[src/rtl/write_txn_track_table.sv]
// Write-transaction tracker: AW pass-through with a pending (id, len) FIFO feeding a
// DEPTH-slot interleave table retired by W handshakes. Optional beat checking: WR_TRACK_BEAT_CHECK_EN.
module write_txn_track_table #(
  parameter int ADDR_W     = 12,
  parameter int ID_W       = 6,
  parameter int DEPTH      = 3,
  parameter int FIFO_DEPTH = 8,
  parameter int INTERLEAVE = 1
) (
  input  logic                               clk,
  input  logic                               rst_n,
  input  logic [ADDR_W-1:0]                  s_awaddr,
  input  logic [7:0]                         s_awlen,
  input  logic [2:0]                         s_awsize,
  input  logic [1:0]                         s_awburst,
  input  logic [ID_W-1:0]                    s_awid,
  input  logic                               s_awvalid,
  output logic                               s_awready,
  output logic [ADDR_W-1:0]                  m_awaddr,
  output logic [7:0]                         m_awlen,
  output logic [2:0]                         m_awsize,
  output logic [1:0]                         m_awburst,
  output logic [ID_W-1:0]                    m_awid,
  output logic                               m_awvalid,
  input  logic                               m_awready,
  input  logic                               w_valid,
  input  logic                               w_ready,
  input  logic                               w_last,
  input  logic [ID_W-1:0]                    w_id,
  output logic [DEPTH-1:0]                   slot_valid,
  output logic [DEPTH-1:0]                   slot_active,
  output logic [DEPTH*ID_W-1:0]              slot_id,
  output logic [DEPTH*8-1:0]                 slot_len,
  output logic [$clog2(FIFO_DEPTH+1)-1:0]    fifo_count,
  output logic                               unmatched_err,
  output logic                               beat_err
);

  localparam int PTR_W = $clog2(FIFO_DEPTH);
  localparam int CNT_W = $clog2(FIFO_DEPTH + 1);
  localparam int SLT_W = (DEPTH > 1) ? $clog2(DEPTH) : 1;
  localparam int ENT_W = ID_W + 8;

  logic [ENT_W-1:0]             fifo_mem_r [FIFO_DEPTH];
  logic [PTR_W-1:0]             wr_ptr_r;
  logic [PTR_W-1:0]             rd_ptr_r;
  logic [CNT_W-1:0]             count_r;
  logic                         full_s;
  logic                         empty_s;
  logic                         push_s;
  logic                         pop_s;
  logic [ID_W-1:0]              head_id_s;
  logic [7:0]                   head_len_s;

  logic [DEPTH-1:0]             slot_valid_r;
  logic [DEPTH-1:0]             slot_active_r;
  logic [DEPTH-1:0][ID_W-1:0]   slot_id_r;
  logic [DEPTH-1:0][7:0]        slot_len_r;
  logic                         unmatched_err_r;

  logic                         free_any_s;
  logic [SLT_W-1:0]             free_idx_s;
  logic                         id_clash_s;
  logic                         interleave_ok_s;
  logic [DEPTH-1:0]             hit_s;
  logic                         beat_s;
  logic                         match_s;

  // Ready/valid gating uses the registered count, so a same-cycle pop never opens a full FIFO.
  assign full_s     = (count_r == CNT_W'(FIFO_DEPTH));
  assign empty_s    = (count_r == {CNT_W{1'b0}});
  assign m_awaddr   = s_awaddr;
  assign m_awlen    = s_awlen;
  assign m_awsize   = s_awsize;
  assign m_awburst  = s_awburst;
  assign m_awid     = s_awid;
  assign m_awvalid  = s_awvalid & ~full_s;
  assign s_awready  = m_awready & ~full_s;
  assign push_s     = s_awvalid & s_awready;
  assign head_id_s  = fifo_mem_r[rd_ptr_r][ID_W-1:0];
  assign head_len_s = fifo_mem_r[rd_ptr_r][ENT_W-1:ID_W];

  assign beat_s  = w_valid & w_ready;
  assign match_s = beat_s & (|hit_s);

  // Slot scan: lowest free slot, head-ID conflict and W-ID match, all from start-of-cycle state.
  always_comb begin
    free_any_s = 1'b0;
    free_idx_s = {SLT_W{1'b0}};
    id_clash_s = 1'b0;
    hit_s      = {DEPTH{1'b0}};
    for (int k = DEPTH - 1; k >= 0; k--) begin
      free_any_s = free_any_s | ~slot_valid_r[k];
      id_clash_s = id_clash_s | (slot_valid_r[k] & (slot_id_r[k] == head_id_s));
      hit_s[k]   = slot_valid_r[k] & (slot_id_r[k] == w_id);
      if (!slot_valid_r[k]) begin
        free_idx_s = SLT_W'(k);
      end else begin
        free_idx_s = free_idx_s;
      end
    end
  end

  // Admission rule: non-empty queue, a free slot, no same-ID slot, and serial mode needs an empty table.
  always_comb begin
    if (INTERLEAVE != 0) begin
      interleave_ok_s = 1'b1;
    end else begin
      interleave_ok_s = (slot_valid_r == {DEPTH{1'b0}});
    end
    pop_s = ~empty_s & free_any_s & ~id_clash_s & interleave_ok_s;
  end

  // Pending-entry storage; contents are don't-care while the pointers say empty.
  always_ff @(posedge clk) begin
    if (push_s) begin
      fifo_mem_r[wr_ptr_r] <= {s_awlen, s_awid};
    end
  end

  // Queue pointers and occupancy.
  always_ff @(posedge clk) begin
    if (!rst_n) begin
      wr_ptr_r <= {PTR_W{1'b0}};
      rd_ptr_r <= {PTR_W{1'b0}};
      count_r  <= {CNT_W{1'b0}};
    end else begin
      if (push_s) begin
        wr_ptr_r <= wr_ptr_r + PTR_W'(1);
      end
      if (pop_s) begin
        rd_ptr_r <= rd_ptr_r + PTR_W'(1);
      end
      case ({push_s, pop_s})
        2'b10:   count_r <= count_r + CNT_W'(1);
        2'b01:   count_r <= count_r - CNT_W'(1);
        default: count_r <= count_r;
      endcase
    end
  end

  // Slot table: W beats retire the matching slot, a pop fills the chosen free slot.
  always_ff @(posedge clk) begin
    if (!rst_n) begin
      slot_valid_r    <= {DEPTH{1'b0}};
      slot_active_r   <= {DEPTH{1'b0}};
      slot_id_r       <= '0;
      slot_len_r      <= '0;
      unmatched_err_r <= 1'b0;
    end else begin
      unmatched_err_r <= beat_s & ~(|hit_s);
      for (int k = 0; k < DEPTH; k++) begin
        if (beat_s && hit_s[k]) begin
          if (w_last) begin
            slot_valid_r[k]  <= 1'b0;
            slot_active_r[k] <= 1'b0;
          end else begin
            slot_active_r[k] <= 1'b1;
          end
        end
        // The allocated slot was free at cycle start, so it never collides with a retiring one.
        if (pop_s && (free_idx_s == SLT_W'(k))) begin
          slot_valid_r[k]  <= 1'b1;
          slot_active_r[k] <= 1'b0;
          slot_id_r[k]     <= head_id_s;
          slot_len_r[k]    <= head_len_s;
        end
      end
    end
  end

  assign slot_valid    = slot_valid_r;
  assign slot_active   = slot_active_r;
  assign slot_id       = slot_id_r;
  assign slot_len      = slot_len_r;
  assign fifo_count    = count_r;
  assign unmatched_err = unmatched_err_r;

`ifdef WR_TRACK_BEAT_CHECK_EN
  logic [DEPTH-1:0][7:0] rem_r;
  logic [7:0]            hit_rem_s;
  logic                  beat_err_r;

  // Remaining-beat count of the slot hit by the current W beat.
  always_comb begin
    hit_rem_s = 8'h00;
    for (int k = 0; k < DEPTH; k++) begin
      hit_rem_s = hit_rem_s | (hit_s[k] ? rem_r[k] : 8'h00);
    end
  end

  // Per-slot beat counters; an over-long burst sticks at zero rather than wrapping.
  always_ff @(posedge clk) begin
    if (!rst_n) begin
      rem_r      <= '0;
      beat_err_r <= 1'b0;
    end else begin
      beat_err_r <= match_s & (w_last ? (hit_rem_s != 8'h00) : (hit_rem_s == 8'h00));
      for (int k = 0; k < DEPTH; k++) begin
        if (pop_s && (free_idx_s == SLT_W'(k))) begin
          rem_r[k] <= head_len_s;
        end else if (beat_s && hit_s[k] && !w_last && (rem_r[k] != 8'h00)) begin
          rem_r[k] <= rem_r[k] - 8'h01;
        end else begin
          rem_r[k] <= rem_r[k];
        end
      end
    end
  end

  assign beat_err = beat_err_r;
`else
  assign beat_err = 1'b0;
`endif

endmodule

[config.mk]
export PLATFORM = sky130hd
export DESIGN_NAME = write_txn_track_table
export DESIGN_NICKNAME = d
export VERILOG_FILES = /design/src/rtl/write_txn_track_table.sv
export SDC_FILE = /design/constraint.sdc
export NUM_CORES = 1
export LEC_CHECK = 0
export CAP_MARGIN = 15
export CORE_ASPECT_RATIO = 1.2
export CORE_MARGIN = 1
export CORE_UTILIZATION = 57
export CTS_CLUSTER_SIZE = 28
export DETAILED_ROUTE_END_ITERATION = 12
export PLACE_DENSITY = 0.83
export SLEW_MARGIN = 30
export SYNTH_ARGS = -nofsm -noshare
export SYNTH_HDL_FRONTEND = slang
export SYNTH_SLANG_ARGS = --single-unit
[constraint.sdc]
create_clock -name clk -period 8.81 [get_ports clk]
set_clock_uncertainty 0.2 [all_clocks]
set_input_delay 1.762 -clock clk [delete_from_list [all_inputs] [get_ports clk]]
set_output_delay 1.762 -clock clk [all_outputs]
set_load 0.02 [all_outputs]
Word-level counts from Yosys, hierarchy flattened:

Memories as Yosys holds them, arrays and structs flattened. A register that Yosys moved wholly into a read port is not among the register bits.
Index checks and enable logic that the tools add are counted.

* register bits: 59
* bits in latches: 0
* RAM bits: 112
* ROM bits: 0
* input port bits: 44
* output and inout port bits: 87
* logic and storage cells: 95
* memories: 1

Memory list
* fifo_mem_r: words 8, bits a word 14, rd ports 1, clocked after memory_dff 1, wr ports 1, RTL line 44 `logic [ENT_W-1:0] fifo_mem_r [FIFO_DEPTH];`

* add/subtract/negate cells: 4
* multipliers: 0
* div/mod/pow operators: 0
* $lt $le $gt $ge: 0
* eq/ne operators: 11
* shift-type cells: 0
* multiplexer cells: 16
* bitwise operators: 25
* reductions and logical operators: 22

Operator list (number)
* == test 6 bit: 6
* nonzero test 2 bit: 7
* AND 1 bit: 13
* two-way mux 1 bit: 10
* inverter 1 bit: 8
* case mux 4 bit (2 select lines): 1
* adder 3 x 1 -> 3 bit, second input constant: 2
* logical AND 1 bit: 6
* two-way mux 2 bit: 3
* two-way mux 3 bit: 2
* AND reduction 2 bit: 3
* OR reduction 2 bit: 3
* adder 4 x 1 -> 4 bit, second input constant: 1
* == test 2 x 1 -> 1 bit, second input constant: 2
* == test 2 bit, second input constant: 2
* == test 4 bit, second input constant: 1
* logical NOT 4 bit: 1
* bitwise OR 1 bit: 4
* subtractor 4 x 1 -> 4 bit, second input constant: 1
* OR reduction 3 bit: 1
* logical NOT 2 bit: 1

Longest topological paths before layout:

* word-level depth: 9
* mapped depth: 17
* depth with buffers taken out: 14

Least setup slack after synthesis:

Ideal clock, no wire load.

* kind: input to register
* from: input port s_awvalid
* to: memory fifo_mem_r[0][0] (netlist name), enable pin
* library setup time: 403 ps
* arrival time: 3847 ps
* required time: 8207 ps
* slack: 4360 ps
* cell stages on the path: 4
* path buffers: 0
* cell sequence: a21boi_1 nand2_1 or2_2 nor3_1

* cells in the longest elaborated chain, start to end: 3

RTL lines
* start: declaration: RTL line 17 `input logic s_awvalid,`
* AND 1 bit: RTL line 79 `assign push_s = s_awvalid & s_awready;`
* two-way mux 1 bit: RTL line 116 `if (push_s) begin`
* two-way mux 1 bit (implied by the code): RTL line 117 `fifo_mem_r[wr_ptr_r] <= {s_awlen, s_awid};`
* end: declaration: RTL line 44

Every way passes these cells.

Final worst setup path:

* from: input port s_awvalid
* to: output port m_awvalid

* cells in the longest elaborated chain, start to end: 1

RTL lines
* AND 1 bit: RTL line 77 `assign m_awvalid = s_awvalid & ~full_s;`
* end: declaration: RTL line 24 `output logic m_awvalid,`

Every way passes these cells.

==> results.json <==
{
  "power_uw": 2766,
  "clk_pin_slew_worst_paths_ns": 0.07,
  "power.internal_uw": 1797,
  "cts_buffer_depth": 2,
  "path_class": "input pin to output pin",
  "cts_made_buffers": 17,
  "power_frac_seq": 0.401,
  "worstPathArrival_ns": 3.21,
  "synth_cell_type_count": 50,
  "antenna_found_initial": 0,
  "synth-seq-cells": 174,
  "worstPathRequired_ns": 6.85,
  "worstPathCellList": "clkdlybuf4s50_1, a21boi_1, clkdlybuf4s50_1",
  "ys_seq_area_frac": 0.6088,
  "synth_top_area_frac": 0.4447,
  "drt_drc_violations_left": 0,
  "viasPerCell": 5.806,
  "grt.total_usage": 0.2325,
  "antenna_left": 0,
  "crit_top_cell": "clkdlybuf4s50_1",
  "crit_fanout": 5,
  "async_reset_ff_frac": 0,
  "cap_violations": 0,
  "p_comb_frac": 0.328,
  "final_common_cell": "edfxtp_1",
  "synth_cells": 557,
  "hold_path.class": "flip-flop to flip-flop",
  "vias": 4616,
  "nets": 667,
  "power.share.clock": 0.271,
  "slowest_delay_ns": 0.67,
  "drive_gt1_frac": 0.1506,
  "swShare": 0.3504,
  "dieHeight_um": 128.2,
  "wl_met2_um": 7616,
  "post-cts-setup-buffers": 0,
  "crit_family": "buffers and inverters",
  "drt-pass1-iter-count": 5,
  "finalHoldViolCount": 0,
  "cp-start-kind": "input pin",
  "clkSinkCount": 174,
  "rsz0062_at_grt": "false",
  "fin_crit_sh": 0.5876,
  "synth_edf_count": 112,
  "place_congestion": 0.8168,
  "synth_top_cells_by_area": "edfxtp_1, dfxtp_1, mux4_2",
  "dpl.hpwl_um": 9683,
  "slew_viol_final": 0,
  "power.density_nw_per_um2": 307.8,
  "grt_pass1_vias": 4583,
  "fin_tns_setup_ns": 0,
  "wl_met1_um": 6487,
  "cts_tree": "done",
  "synth_top_flop_cell": "edfxtp_1",
  "top_layer_used": "met4",
  "syn_area_per_cell_um2": 13.58,
  "syn_area_um2": 7564,
  "cp_slowest_cell": "clkdlybuf4s50_1",
  "fin_area_um2": 8986,
  "synth_top_area_cell": "edfxtp_1",
  "timing.slew.headroom": 0.3618,
  "status": "finished, final reports clean",
  "drt_iter0_drc": 255,
  "peakVddDrop_v": 0.0002392,
  "io_buffers": 95,
  "htree_num_levels": 4,
  "layout_common_cells": "edfxtp_1, clkdlybuf4s50_1, dfxtp_1, nand2_1, mux2i_1",
  "io_pins": 131,
  "hold_buffers": 0,
  "wl_per_cell_um": 19.17,
  "clk_latency_ns": 0.42,
  "die_w_um": 107.2,
  "grt_first_pass_wirelength_um": 23740,
  "ys.warnings.count": 0,
  "tightestPinTransition_ns": 0.9542,
  "root_buffer": "clkbuf_16",
  "power.switching_uw": 969.1,
  "grt_max_degree": 77,
  "power_leakage_uw": 0.003140,
  "cp-end-kind": "output pin",
  "setup_viol": 0,
  "syn2layout_area_growth_pct": 18.81,
  "route.met3.wl_um": 740,
  "worst-path-buf-inv": 2,
  "period_minus_slack_ns": 5.177,
  "max_freq_mhz": 193.2,
  "rows": 45,
  "start_util": 0.5918,
  "die_area_um2": 13740,
  "core_um2": 12780,
  "place_area_um2": 8374,
  "antenna_cells": 0,
  "post_cts_resized": 0,
  "wl_um": 15240,
  "synth_nets": 606,
  "grt_overflow": 0
}
-- through the flow --
stage | setup WS [ns] | util | hold WS [ns] | instances
after floorplan | 4.360 | - | 0.2489 | 557
after CTS | 3.628 | 0.7024 | 0.2655 | 795
after global placement | 3.670 | 0.6546 | 0.2488 | 763
after detailed placement | 3.639 | 0.6552 | 0.2549 | 763
final | 3.633 | 0.7031 | 0.2604 | 795
after global routing | 3.582 | 0.7031 | 0.2852 | 795
-- path summary, 6_finish.rpt --
check                     from            end  slack, ns  cells past startpoint
setup / recovery     s_awvalid      m_awvalid       3.63                      3
hold reg to reg   slot_len[10]   slot_len[10]       0.26                      2
setup reg to reg     flip-flop  fifo_count[2]       4.31                     14
hold / removal    slot_len[10]   slot_len[10]       0.26                      2
-- cells by family (layout without fill, tap and decap cells) --
| kind of cell | Yosys count | count (layout) | share of synthesized area |
|---|---|---|---|
| buffers and inverters | 55 | 129 | 0.05310 |
| multiplexers | 81 | 81 | 0.1401 |
| flip-flops | 174 | 174 | 0.6088 |
| other | 1 | 1 | 0.0004958 |
| adder cells (fa/ha/maj) | 5 | 5 | 0.008271 |
| AND/OR/NAND/NOR | 152 | 152 | 0.1014 |
| XOR/XNOR | 25 | 25 | 0.02994 |
| AO/OA/AOI/OAI | 64 | 64 | 0.05790 |
-- worst reg2reg max path, delay by kind of cell, from the launching register on --
kind / cells / cell delay (ns)
AO/OA/AOI/OAI: 4 / 0.88
XOR/XNOR: 2 / 0.33
adder cells (fa/ha/maj): 2 / 0.50
flip-flops: 1 / 0.78
multiplexers: 1 / 0.44
AND/OR/NAND/NOR: 5 / 1.29
-- layout make-up --
type	count	area [um2]
Fill cell	889	3795
Timing Repair Buffer	97	960.9
Clock inverter	15	177.7
Sequential cell	174	4609
Clock buffer	17	425.4
Tap cell	164	205.2
Multi-Input combinational cell	328	2608
-- Yosys cell counts (8+ instances only) --
cell,number
clkbuf_1,8
mux2_1,12
edfxtp_1,112
nand4_1,9
nor2_1,16
xnor2_1,12
o21ai_0,20
nand2_1,56
dfxtp_1,62
nand3_1,23
o21ai_1,14
nand2b_1,8
mux2_2,15
buf_4,33
xor2_1,12
mux4_2,16
mux2i_1,35
or3_1,15
-- state kept, by name (all words and copies together), names as in the netlist, named ones only --
name           count
slot_id           18
wr_ptr_r           3
slot_active        3
unmatched_err      1
slot_valid         3
fifo_count         4
slot_len          24
fifo_mem_r       112
rd_ptr_r           3
-- power groups by stage --
stage / Clock (uW) / Combinational (uW) / Sequential, uW
2_1_floorplan: 0 / 641 / 1120
3_3_place_gp: 0 / 876 / 1120
3_5_place_dp: 0 / 902 / 1130
4_1_cts: 754 / 912 / 1110
5_1_grt: 786 / 979 / 1130
6_report: 749 / 907 / 1110
-- metal layers --
layer  vias up  track usage
met3        37      0.04169
met1      2239       0.2920
met5         -            0
met2       162       0.3863
met4         0       0.1193
li1       2178            -
Note: power is estimated with default switching activity, not from simulation.
==> edit 1, RTL diff (config.mk and constraints unchanged) <==
`ID_W`: 6 -> 5.
--- a/src/rtl/write_txn_track_table.sv
+++ b/src/rtl/write_txn_track_table.sv
@@ -3,5 +3,5 @@
 module write_txn_track_table #(
   parameter int ADDR_W     = 12,
-  parameter int ID_W       = 6,
+  parameter int ID_W       = 5,
   parameter int DEPTH      = 3,
   parameter int FIFO_DEPTH = 8,
Ports: changed (resized m_awid, s_awid, slot_id and w_id); port bits go from 131 to 125. No check against the original RTL was run, so the function may have changed too.
==> edit 1 against the unedited design <==
- worst setup slack got worse by 0.016 ns
- wire length fell by 5.5%
- non-clock buffer count fell by 2
- sequential cell count fell by 11
- synthesized area fell by 4.4%
- power fell by 13%
- final cell count fell by 5.0%
- design area fell by 4.8%
- largest cell class unchanged
==> edit 1: results (changes against the unedited design) <==
Outcome
  – Result of the run: complete, no violations

Power and ir drop
  – Maximum VDD drop: 0.185 mV (-23%)
  – Internal power: 0.00167 W (-7.2%)
  – Leakage Power: 2.94 nW (-6.2%)

Final layout
  – Layout multi-input combinational cell count: 303 (-7.6%)
  – Number of nets in the layout: 629 (-5.7%)
  – Non-clk bufs: 95 (-2.1%)
  – Clock network area share: 6.55% (-0.16 points)
  – Max reg flops: 104 (-7.1%)
  – Number of inserted filler cells in the final layout: 840 (-5.5%)
  – Sequential fraction of total cell area: 50.3% (-0.96 points)
  – Non-filler instance count after layout: 755 (-5.0%)
  – Invs w/o clock: 2 (+2)
  – Multi-input combinational cell area: 2550 µm² (-2.4%)
  – Layout Area Growth over Synthesis: 18.3%
  – Clock buffers: 23 (+6)
  – Non-clock buffers, area share: 10.9% (+0.22 points)
  – Fraction of final layout cells sized beyond drive strength 1: 16.7% (+1.6 points)

Yosys
  – Number of distinct standard cells referenced by the synthesized netlist: 56 (+12%)
  – Post-synthesis mux area share: 15.7% (+1.7 points)
  – Sequential-to-total area share from yosys stat: 59.5% (-1.4 points)
  – Xor and xnor area share after synthesis: 3.27% (+0.28 points)
  – Post-Synthesis Net Count: 566 (-6.6%)
  – Top area cells in the synthesized netlist: edfxtp_1 (43%), dfxtp_1 (16%), mux2i_1 (6.5%)
  – Adder-cell share of the synthesized area: 0.865% (+0.038 points)
  – Number of synthesized flops with an enable pin: 104 (-7.1%)

Timing
  – Worst Setup Slack, final: 3.62 ns (-0.0161 ns)
  – Hold slack: 0.261 ns (+0.000604 ns)
  – Headroom to the max-slew limit: 37.3% (+1.1 points)

Clock network
  – Total number of clock tree sinks: 163 (-6.3%)

Detailed routing
  – Per-cell routed wire length: 19.1 µm (-0.44%)
  – Post-detailed-route via-to-cell ratio: 5.73 (-1.4%)

Setup path
  – Register-to-register setup slack: 4.52 ns (+0.21 ns)
  – Origin of the worst setup path: m_awready

Placed design
  – DPL Wire Length: 9170 µm (-5.3%)
  – Instance area after placement: 7990 µm² (-4.6%)

Min path
  – Critical hold path startpoint: slot_len[13]

Global routing
  – Maximum number of pins on one net before global-route repair: 62 (-19%)
  – Wire length of the first global-routing pass: 22500 µm (-5.1%)
[edit 1: path summary, 6_finish.rpt]
check,endpoint,cells after the start
min reg2reg,slot_len[13],2
min,slot_len[13],2
max,s_awready,3
max reg2reg,fifo_count[2],14
[edit 1: power groups by stage]
stage                     clock (W)  sequential (W)  combinational (W)
after global placement            0        0.000980           0.000728
after global routing       0.000739        0.000981           0.000801
after floorplan                   0         0.00103           0.000517
after CTS                  0.000706        0.000970           0.000754
final                      0.000698        0.000970           0.000749
after detailed placement          0        0.000985           0.000744
[edit 1: metal layers]
metal  up-vias  wire [µm]  track usage, %
met3        38        947            5.84
met2       180       7140            37.7
met5         -          0               0
met1      2090       5930            28.4
met4         0        394            10.9
li1       2015          -               -
[edit 1: worst min-delay path, cell delays in order, from the launching register on]
cell     delay (ns)
dfxtp_1        0.31
nand2_1        0.05
mux2i_1        0.05
==> edit 2, RTL diff (same settings) <==
Made on the original files. Remove the register `unmatched_err_r`: a continuous assignment takes its place, so the output `unmatched_err` follows one clock earlier.
--- a/src/rtl/write_txn_track_table.sv
+++ b/src/rtl/write_txn_track_table.sv
@@ -147,7 +147,5 @@
       slot_id_r       <= '0;
       slot_len_r      <= '0;
-      unmatched_err_r <= 1'b0;
-    end else begin
-      unmatched_err_r <= beat_s & ~(|hit_s);
+    end else begin
       for (int k = 0; k < DEPTH; k++) begin
         if (beat_s && hit_s[k]) begin
@@ -170,4 +168,6 @@
   end
 
+  assign unmatched_err_r = beat_s & ~(|hit_s);
+
   assign slot_valid    = slot_valid_r;
   assign slot_active   = slot_active_r;
Function: changed (a bounded check fails within 4 cycles, from zero or initial values and one cycle with rst_n low).
==> edit 2 against the unedited design <==
- worst hold slack improved by 0.00077 ns
- power fell by 0.97%
- sequential cell count down 1
- wire length up 4.4%
- worst setup slack lost 0.60 ns
- design area about the same
- final cell count fell by 0.13%
- synthesized area grew 0.94%
==> edit 2: results (changes against the unedited design) <==
Power and ir drop
  – Clock group share of total power: 24.8% (-2.3 points)
  – Proportion of power drawn by combinational gates: 36.2% (+3.4 points)
  – Power spent charging and discharging nets: 0.000954 W (-1.5%)
  – Leakage Power: 3.27 nW (+4.0%)
  – Internal power: 0.00179 W (-0.66%)
  – Maximum VDD drop: 0.157 mV (-34%)

Detailed routing
  – Length of routed met3 wiring: 996 µm (+35%)
  – Total wirelength of the detailed-routed design: 15900 µm (+4.4%)
  – Starting DRT DRC Count: 302 (+18%)
  – Number of iterations in the first detailed-routing pass: 4 (-1)
  – Met2 layer wire length in the routed design: 8100 µm (+6.4%)
  – Per-cell routed wire length: 20.1 µm (+4.6%)
  – Post-detailed-route via-to-cell ratio: 5.92 (+2.0%)

Yosys
  – Compound-cell area share of the yosys netlist: 4.82% (-0.97 points)
  – Sequential-to-total area share from yosys stat: 60.0% (-0.83 points)
  – Adder-cell share of the synthesized area: 0.819% (-0.0077 points)
  – Top area cells in the synthesized netlist: edfxtp_1 (44%), dfxtp_1 (16%), mux2i_1 (9.2%)
  – Post-Synthesis Net Count: 602 (-0.66%)
  – Number of distinct standard cells referenced by the synthesized netlist: 53 (+6.0%)
  – Most instantiated cells after synthesis: edfxtp_1 (112), mux2i_1 (70), nand2_1 (70)
  – Post-synthesis mux area share: 15.3% (+1.3 points)

Setup path
  – Origin of the worst setup path: w_id[3]
  – Critical path endpoint: unmatched_err
  – Register-to-register setup slack: 3.75 ns (-0.56 ns)
  – Critical register-to-register path endpoint: fifo_count[3]

Placed design
  – DPL Wire Length: 10200 µm (+5.2%)
  – Placed insts: 762 (-0.13%)
  – Final weighted congestion in routability-driven placement: 0.891 (+9.1%)

Global routing
  – Global routing usage summed across all routing layers: 24.6% (+1.4 points)
  – Met2 track demand over resource in global routing: 41.5% (+2.8 points)
  – Wire length of the first global-routing pass: 25200 µm (+5.9%)
  – Vias in the first global route: 4747 (+3.6%)
  – GR Util met1: 31.0% (+1.8 points)
  – Met3 layer usage reported by global route: 3.95% (-0.22 points)
  – Maximum number of pins on one net before global-route repair: 75 (-2.6%)

Final layout
  – Number of inserted filler cells in the final layout: 873 (-1.8%)
  – Number of nets in the layout: 666 (-0.15%)
  – Fraction of final layout cells sized beyond drive strength 1: 12.2% (-2.8 points)

Timing
  – Final period util: 65.5% (+6.8 points)

Min path
  – Critical hold path startpoint: slot_len[6]

Outcome
  – Result of the run: complete, no violations
edit 2: cell types whose count changed in the layout (fill, tap and decap cells not counted), moves of 5 or more:
cell | before | now
or3_1 | 15 | 8
mux4_2 | 16 | 11
o22ai_2 | 6 | 0
o21ai_1 | 14 | 0
nand2_1 | 56 | 70
o22ai_1 | 5 | 0
mux2_2 | 15 | 8
a22o_1 | 1 | 8
mux2_1 | 12 | 0
mux4_1 | 0 | 5
o21ai_0 | 20 | 12
mux2i_1 | 35 | 70
nand3_1 | 23 | 9
edit 2: critical path, stage by stage:
cell,delay (ns)
clkdlybuf4s50_1,0.57
xnor2_1,0.15
nand4_1,0.10
or4_1,0.47
and4b_1,0.23
clkdlybuf4s50_1,0.53
edit 2: cell type report:
class,count,area (µm²),area share (%)
Inverter,2,7.51,0.0835
Sequential cell,173,4590,51.0
Clock buffer,19,433,4.81
Tap cell,164,205,2.28
Timing Repair Buffer,100,983,10.9
Multi-Input combinational cell,323,2670,29.6
Clock inverter,13,113,1.25
